<file path="src/rtl/set_sched.sv">
// set_sched: round-robin scheduler that shares one SET engine between requesters A and B.
// Defining SET_SCHED_TIMEOUT_EN builds an abort-on-timeout counter for the WAIT state.
module set_sched #(
    parameter int TIMEOUT_CYCLES = 1023
) (
    input  logic        clk,
    input  logic        rst,
    input  logic        req_a,
    input  logic        req_b,
    input  logic [23:0] central_a,
    input  logic [23:0] central_b,
    input  logic [11:0] radius_a,
    input  logic [11:0] radius_b,
    input  logic [1:0]  mode_a,
    input  logic [1:0]  mode_b,
    output logic        ack_a,
    output logic        ack_b,
    output logic        done_a,
    output logic        done_b,
    output logic [7:0]  result,
    output logic        err,
    output logic        set_en,
    output logic [23:0] set_central,
    output logic [11:0] set_radius,
    output logic [1:0]  set_mode,
    input  logic        set_busy,
    input  logic        set_valid,
    input  logic [7:0]  set_candidate
);

    typedef enum logic [1:0] {IDLE, ISSUE, WAIT, RETURN} state_t;

    state_t      state_q, state_d;
    logic        ptr_q, ptr_d;       // 1: B wins a tie
    logic        win_b_q, win_b_d;   // side of the job in flight
    logic        grant_b;
    logic        ack_a_q, ack_a_d;
    logic        ack_b_q, ack_b_d;
    logic        done_a_q, done_a_d;
    logic        done_b_q, done_b_d;
    logic        set_en_q, set_en_d;
    logic [7:0]  result_q, result_d;
    logic [23:0] central_q, central_d;
    logic [11:0] radius_q, radius_d;
    logic [1:0]  mode_q, mode_d;

`ifdef SET_SCHED_TIMEOUT_EN
    localparam int CNT_W = (TIMEOUT_CYCLES > 1) ? $clog2(TIMEOUT_CYCLES) : 1;
    localparam logic [CNT_W-1:0] CNT_LAST = CNT_W'(TIMEOUT_CYCLES - 1);

    logic [CNT_W-1:0] cnt_q, cnt_d;
    logic             err_q, err_d;
`endif

    always_comb begin
        state_d   = state_q;
        ptr_d     = ptr_q;
        win_b_d   = win_b_q;
        grant_b   = 1'b0;
        ack_a_d   = 1'b0;
        ack_b_d   = 1'b0;
        done_a_d  = 1'b0;
        done_b_d  = 1'b0;
        set_en_d  = 1'b0;
        result_d  = result_q;
        central_d = central_q;
        radius_d  = radius_q;
        mode_d    = mode_q;
`ifdef SET_SCHED_TIMEOUT_EN
        err_d     = err_q;
        cnt_d     = cnt_q;
`endif
        case (state_q)
            IDLE: begin
                if ((req_a || req_b) && !set_busy) begin
                    grant_b   = req_b && (!req_a || ptr_q);
                    win_b_d   = grant_b;
                    ack_a_d   = !grant_b;
                    ack_b_d   = grant_b;
                    set_en_d  = 1'b1;
                    central_d = grant_b ? central_b : central_a;
                    radius_d  = grant_b ? radius_b : radius_a;
                    mode_d    = grant_b ? mode_b : mode_a;
                    state_d   = ISSUE;
                end
            end
            ISSUE: begin
                state_d = WAIT;
`ifdef SET_SCHED_TIMEOUT_EN
                cnt_d   = '0;
`endif
            end
            WAIT: begin
                // A valid on the timeout edge still delivers the engine's answer.
                if (set_valid) begin
                    result_d = set_candidate;
`ifdef SET_SCHED_TIMEOUT_EN
                    err_d    = 1'b0;
`endif
                    done_a_d = !win_b_q;
                    done_b_d = win_b_q;
                    ptr_d    = !win_b_q;
                    state_d  = RETURN;
                end
`ifdef SET_SCHED_TIMEOUT_EN
                else if (cnt_q == CNT_LAST) begin
                    result_d = 8'hFF;
                    err_d    = 1'b1;
                    done_a_d = !win_b_q;
                    done_b_d = win_b_q;
                    ptr_d    = !win_b_q;
                    state_d  = RETURN;
                end else begin
                    cnt_d = cnt_q + CNT_W'(1);
                end
`endif
            end
            RETURN: state_d = IDLE;
            default: state_d = IDLE;
        endcase
    end

    always_ff @(posedge clk or posedge rst) begin
        if (rst) begin
            state_q   <= IDLE;
            ptr_q     <= 1'b0;
            win_b_q   <= 1'b0;
            ack_a_q   <= 1'b0;
            ack_b_q   <= 1'b0;
            done_a_q  <= 1'b0;
            done_b_q  <= 1'b0;
            set_en_q  <= 1'b0;
            result_q  <= '0;
            central_q <= '0;
            radius_q  <= '0;
            mode_q    <= '0;
`ifdef SET_SCHED_TIMEOUT_EN
            err_q     <= 1'b0;
            cnt_q     <= '0;
`endif
        end else begin
            state_q   <= state_d;
            ptr_q     <= ptr_d;
            win_b_q   <= win_b_d;
            ack_a_q   <= ack_a_d;
            ack_b_q   <= ack_b_d;
            done_a_q  <= done_a_d;
            done_b_q  <= done_b_d;
            set_en_q  <= set_en_d;
            result_q  <= result_d;
            central_q <= central_d;
            radius_q  <= radius_d;
            mode_q    <= mode_d;
`ifdef SET_SCHED_TIMEOUT_EN
            err_q     <= err_d;
            cnt_q     <= cnt_d;
`endif
        end
    end

    assign ack_a       = ack_a_q;
    assign ack_b       = ack_b_q;
    assign done_a      = done_a_q;
    assign done_b      = done_b_q;
    assign set_en      = set_en_q;
    assign result      = result_q;
    assign set_central = central_q;
    assign set_radius  = radius_q;
    assign set_mode    = mode_q;
`ifdef SET_SCHED_TIMEOUT_EN
    assign err         = err_q;
`else
    assign err         = 1'b0;
`endif

endmodule

</file>
<file path="config.mk">
export PLATFORM = sky130hd
export DESIGN_NAME = set_sched
export DESIGN_NICKNAME = d
export VERILOG_FILES = /design/src/rtl/set_sched.sv
export SDC_FILE = /design/constraint.sdc
export NUM_CORES = 1
export LEC_CHECK = 0
export ABC_AREA = 1
export BUFFER_PORTS_ARGS = -buffer_cell sky130_fd_sc_hd__buf_4
export CAP_MARGIN = 10
export CORE_MARGIN = 2
export CORE_UTILIZATION = 41
export CTS_CLUSTER_DIAMETER = 50
export CTS_CLUSTER_SIZE = 20
export DETAILED_ROUTE_END_ITERATION = 10
export MAX_ROUTING_LAYER = met4
export PLACE_DENSITY = 0.78
export REMOVE_ABC_BUFFERS = 1
export SLEW_MARGIN = 20
export SYNTH_ARGS = -nofsm -noshare
export SYNTH_HDL_FRONTEND = slang
export SYNTH_SLANG_ARGS = --single-unit
</file>
<file path="constraint.sdc">
create_clock -name clk -period 1.95 [get_ports clk]
set_input_delay 0.585 -clock clk [delete_from_list [all_inputs] [get_ports clk]]
set_output_delay 0.585 -clock clk [all_outputs]
set_load 0.02 [all_outputs]
</file>
==> metrics.md, run 1 <==
| Metric | Value |
|---|---|
| Status | `completed` |
| CP bufs+invs | `3` |
| Multi-input logic area | `1150 um^2` |
| Post-synthesis sequential area ratio | `49.0%` |
| CP arrival | `1.77 ns` |
| Worst flop-to-flop path startpoint | `state_q[0]` |
| Post-route worst setup slack | `0.424 ns` |
| Post-CTS Setup Bufs | `0` |
| Top cell type's share of synthesized area | `49.0%` |
| Total power | `5.31 mW` |
| Pwr Density | `1310 nW/um^2` |
| Largest cells by area after synthesis | `dfrtp_1 49%, nand2_1 17%, nand3b_1 10%, nand3_1 7.1%, inv_1 6.4%` |
| DRT Pass-1 Iters | `4` |
| DRC Markers | `0` |
| Critical path cell sequence | `inv_1 -> ha_1 -> inv_1 -> nor2_2 -> buf_4 -> nand3_1 -> nand2_1` |
| Reg-to-reg endpoint | `set_central[2]` |
| Setup tns final | `0 ns` |
| CTS max path bufs | `2` |
| Fin. Hold Viols | `0` |
| Top Ports | `142` |
| Total CTS buffers | `5` |
| R2R Setup Slk | `0.42 ns` |
| Routability cong. | `0.772` |
| H-tree Lvls | `2` |
| Slowest CP cell | `dfrtp_1` |
| Final net count | `576` |
| Reg clk slew, reported paths | `0.10 ns` |
| Die height | `86.8 um` |
| Hold crit path type | `in2async` |
| Peak supply drop | `560 uV` |
| Vias in the first global route | `2,727` |
| Worst EP required | `2.20 ns` |
| Die area | `7530 um^2` |
| Area Overhead vs Synth | `43.9%` |
| Slowest cell delay on critical path | `0.40 ns` |
| Crit Path Max Fanout | `25` |
| Buffers on Ports | `140` |
| Synth unique cells | `18` |
| Wire length of the first global-routing pass | `12.5 mm` |
| Placement Setup Slack | `0.361 ns` |
| Die width | `86.8 um` |
| Rows | `30` |
| Starting Density | `41.8%` |
| Most frequent cells in the layout | `146 x buf_4, 125 x nand2_1, 55 x dfrtp_1` |
| Hpwl dp | `5.55 mm` |
| CTS Hold Bufs | `0` |
| Commonest non-fill, non-tap cell in the layout | `buf_4` |
| CTS tree | `done` |
| Yosys reg bits | `55` |
| Fillers | `604` |
| Worst Reg2Reg Path Length in Cells | `7` |
| F_max | `655 MHz` |
| FF/Latch Area | `1380 um^2` |
| Synthesized instance count | `349` |
| Static Leak | `2.32 nW` |
| Syn avg cell area | `8.04 um^2` |
| Vias per inst | `4.87` |
| Largest net degree at the start of global routing | `44` |
| Fin crit period | `1.53 ns` |
| Routed Antenna Nets | `0` |
| Beginning of the critical path | `state_q[0]` |
| Layout cells sized above 1 | `34.5%` |
| Delay-heaviest family, CP | `buffers and inverters` |
| Root Buffer | `clkbuf_8` |
| Critical setup path kind | `reg2reg` |
| Startpoint types | `flip-flop` |
| Total gr overflow | `0` |
| Synth area leader | `dfrtp_1` |
| Total number of vias | `2,745` |
| Final setup fails | `0` |
| RSZ-0062 raised after global routing | `no` |
| Post-CTS sizing | `0` |
| Wirelength per Cell | `13.3 um` |
| Critical path endpoint category | `flip-flop` |
| Max-Cap Viols | `0` |
| Initial antenna violation count | `0` |
| Iter 0 DRT Violations | `145` |
| Core area | `6720 um^2` |
| Yosys Warn Count | `0` |
| N_diodes | `0` |
| Sink Count | `55` |
| Most common cell on crit path | `inv_1` |
| Worst clock skew | `0.0125 ns` |
| Crit share post-route | `78.2%` |
| Gr usage total | `21.7%` |
| Final WL | `7.52 mm` |
| Worst-Skew Late Latency | `0.31 ns` |
| Synth Cell Area | `2810 um^2` |
| Pins Over Slew Limit | `0` |
-- cell type report --
class,count,area share (%)
multi-input combinational,224,28.4
clock buffer,7,1.89
tap,80,2.48
clock inverter,1,0.124
sequential,55,34.1
timing repair buffer,149,28.6
inverter,48,4.46
-- power breakdown --
part	switching [mW]	internal (mW)	total, mW
Sequential	0.302	1.67	1.97
Combinational	1.54	1.19	2.73
Clock	0.355	0.253	0.609
-- metrics by stage --
step	util [%]	cell area [um^2]	std cells	hold WS, ns
2_1_floorplan	-	2690	327	0.403
3_3_place_gp	58.9	3960	556	0.417
3_5_place_dp	58.9	3960	556	0.428
4_1_cts	60.1	4040	564	0.226
5_1_grt	60.1	4040	564	0.234
6_report	60.1	4040	564	0.223
-- cell usage after synthesis --
library cell	n
ha_1	3
nand3_1	40
nor2_2	1
nor2_1	3
buf_2	13
clkbuf_1	5
a21oi_1	1
buf_4	4
nand3b_1	38
or2_2	1
nand2_1	125
dfrtp_1	55
o21ai_1	1
mux2_2	8
o211ai_2	1
inv_1	48
o21ai_0	1
conb_1	1
-- cells by family after synthesis --
group / synth area share [%]
buffers and inverters: 10.5
DFF: 49.0
other: 0.134
AOI/OAI and AO/OA: 0.980
and+or+nand+nor: 34.8
adders and majority gates: 1.34
muxes: 3.21
-- state kept, by name (all words and copies together) (netlist names) --
signal and cells:
ack_a 1, ack_b 1, done_a 1, done_b 1, ptr_q 1, result 8
set_central 24, set_en 1, set_mode 2, set_radius 12, state_q 2, win_b_q 1
-- metal layers --
layer / part of all wire [%] / wire (um) / vias to the layer above / track usage, %
met5: 0 / 0 / - / -
met4: 1.7 / 128 / 0 / 6.39
met3: 6.4 / 481 / 12 / 4.38
met2: 51 / 3840 / 114 / 37.3
met1: 41 / 3070 / 1282 / 25.6
li1: - / - / 1337 / -
-- worst max path at each step --
| stage | slack (ns) | cells after the start | to |
|---|---|---|---|
| 2_1_floorplan | -0.47 | 5 | win_b_q |
| 3_3_place_gp | 0.41 | 7 | set_central[7] |
| 3_5_place_dp | 0.36 | 7 | set_central[13] |
| 4_1_cts | 0.42 | 7 | set_radius[7] |
| 5_1_grt | 0.29 | 7 | set_radius[10] |
| 6_report | 0.42 | 7 | set_central[2] |
No activity file was read; power rests on OpenSTA's default activity.
==> run 2, diff against run 1 <==
==> constraint.sdc (replaced) <==
create_clock -name clk -period 1.3 [get_ports clk]
set_input_delay 0.39 -clock clk [delete_from_list [all_inputs] [get_ports clk]]
set_output_delay 0.39 -clock clk [all_outputs]
set_load 0.02 [all_outputs]
==> run 2 against run 1 <==
Count of clock-buffer cells in the layout down 2. Highest routed layer unchanged. Clock power is 55% higher. Final area up 9.5%. Combinational power up 78%. Largest power group unchanged. Sequential share of layout area is 2.9 points lower. The run now ends with negative setup slack left. Global-route usage up 0.11 points. Non-clock buffer count up 21. Routed wire length rose by 9.6%.
==> metrics.md, run 2 (same netlist as run 1, synthesis figures left out) <==
| Metric | Value |
|---|---|
| Static Leak | `2.47 nW` |
| Final WL | `8.24 mm` |
| Sink Count | `55` |
| Gr usage total | `21.8%` |
| Startpoint types | `flip-flop` |
| Largest net degree at the start of global routing | `56` |
| Failing checks | `negative setup slack` |
| Peak supply drop | `972 uV` |
| Total gr overflow | `0` |
| Placed Cells incl. Taps | `564` |
| Fin crit period | `1.34 ns` |
| CP arrival | `1.54 ns` |
| CTS max path bufs | `2` |
| Routed Antenna Nets | `0` |
| Sw Pwr | `3.61 mW` |
| Layout cells sized above 1 | `43.6%` |
| Crit Path Max Fanout | `9` |
| Area Overhead vs Synth | `57.5%` |
| Gate power share | `55.2%` |
| Total CTS buffers | `5` |
| Clock power frac | `10.7%` |
| Critical path cell sequence | `buf_4 -> ha_2 -> nand2_4 -> mux2_2` |
| Vias per inst | `4.89` |
| Die width | `86.8 um` |
| F_max | `748 MHz` |
| Worst EP required | `1.51 ns` |
| Final core occ | `65.8%` |
| Setup tns final | `-0.375 ns` |
| Final hold slack | `0.127 ns` |
| Iter 0 DRT Violations | `150` |
| Most frequent cells in the layout | `150 x buf_4, 104 x nand2_1, 55 x dfrtp_1` |
| Worst clock skew | `0.00739 ns` |
| Slowest cell delay on critical path | `0.42 ns` |
| Worst Reg2Reg Path Length in Cells | `4` |
| Internal Pwr Total | `5.22 mW` |
| Max-Cap Viols | `0` |
| Total number of vias | `2,858` |
| Slowest CP cell | `dfrtp_1` |
| Rows | `30` |
| Routability cong. | `0.788` |
| Fin. Hold Viols | `0` |
| Crit share post-route | `103%` |
| Post-route worst setup slack | `-0.0370 ns` |
| Final net count | `597` |
| Routed length on met1 | `3.36 mm` |
| Total power | `8.83 mW` |
| Die height | `86.8 um` |
| Die area | `7530 um^2` |
| N_diodes | `0` |
| Wirelength per Cell | `14.1 um` |
| Top Ports | `142` |
| Met3 routed WL | `452 um` |
| Hold crit path type | `in2async` |
| Hpwl dp | `5.62 mm` |
| Vias in the first global route | `2,831` |
| Root Buffer | `clkbuf_8` |
| Core area | `6720 um^2` |
| Met2 wire len | `4.34 mm` |
| Status | `finished with violations` |
| DRT Pass-1 Iters | `4` |
| Pins Over Slew Limit | `0` |
| Buffers on Ports | `140` |
| Critical path endpoint category | `flip-flop` |
| Fillers | `572` |
| DRC Markers | `0` |
| Sequential fraction of design power | `34.1%` |
| Wire length of the first global-routing pass | `12.6 mm` |
| Max Used Layer | `met4` |
| Critical setup path kind | `reg2reg` |
| RSZ-0062 raised after global routing | `yes` |
| Starting Density | `41.8%` |
| Switch share | `40.9%` |
| Reg clk slew, reported paths | `0.10 ns` |
| Commonest non-fill, non-tap cell in the layout | `buf_4` |
| CTS tree | `done` |
| Layout Cells excl Fill | `585` |
| Pwr Density | `2000 nW/um^2` |
| Final setup fails | `23` |
| H-tree Lvls | `2` |
| Initial antenna violation count | `0` |
| Worst-Skew Late Latency | `0.31 ns` |
| Largest register FFs | `24` |
[run 2: cell types whose count changed in the layout (fill, tap and decap cells not counted), moves of 4 or more]
cell / delta
buf_4: +4
nand2_2: +18
nand2_1: -21
buf_6: +13
[run 2: power by group through the flow]
stage	combinational, mW	sequential [mW]	clock [mW]
after global placement	4.12	2.95	0
after detailed placement	4.23	2.96	0
after CTS	4.34	2.96	0.974
final	4.87	3.01	0.946
after global routing	5.28	3.10	1.07
after floorplan	1.33	3.81	0
[run 2: path summary, 6_finish.rpt]
| kind | endpoint | startpoint | slack [ns] |
|---|---|---|---|
| worst max register to register | result[0] | state_q[1] | -0.04 |
| max in group asynchronous | set_central[8] | rst | 0.94 |
| min in group clk | result[2] | set_candidate[2] | 0.30 |
| worst max-delay path | result[0] | state_q[1] | -0.04 |
| worst min-delay path | set_central[18] | rst | 0.13 |
| worst min register to register | done_a | win_b_q | 0.44 |
[run 2: layout make-up]
cell class              instances  area (um^2)  share of cell area [%]
clock inverters                 3         25.0                   0.566
inverters                      48          180                    4.07
flip-flops and latches         55         1380                    31.1
well taps                      80          100                    2.26
multi-input cells             224         1250                    28.4
clock buffers                   5         68.8                    1.56
repair buffers                170         1420                    32.1
[run 2: through the flow]
stage / worst slack, ns / instance area, um^2
global placement: -0.0807 / 4030
global route: -0.0741 / 4420
CTS: -0.000992 / 4190
finish: -0.0370 / 4420
floorplan: -0.925 / 2690
detailed placement: -0.143 / 4030
[run 2: per-layer routing]
metal | vias up | track usage, %
met3 | 9 | 4.00
li1 | 1384 | -
met2 | 100 | 39.7
met4 | 0 | 4.97
met5 | - | -
met1 | 1365 | 24.7
[run 2: what timing repair did]
item	4_1_cts	5_1_grt
setup endpoints to repair	51	64
hold buffers	0	0
gates cloned	1	3
setup buffers	1	8
pin swaps	1	3
gates resized for setup	10	41
[run 2: critical path: cells and delay by family (launching register included)]
family	cells	cell delay, ns
mux	1	0.35
flops	1	0.42
fa+ha+maj	1	0.19
buf+inv	1	0.14
simple gates	1	0.13
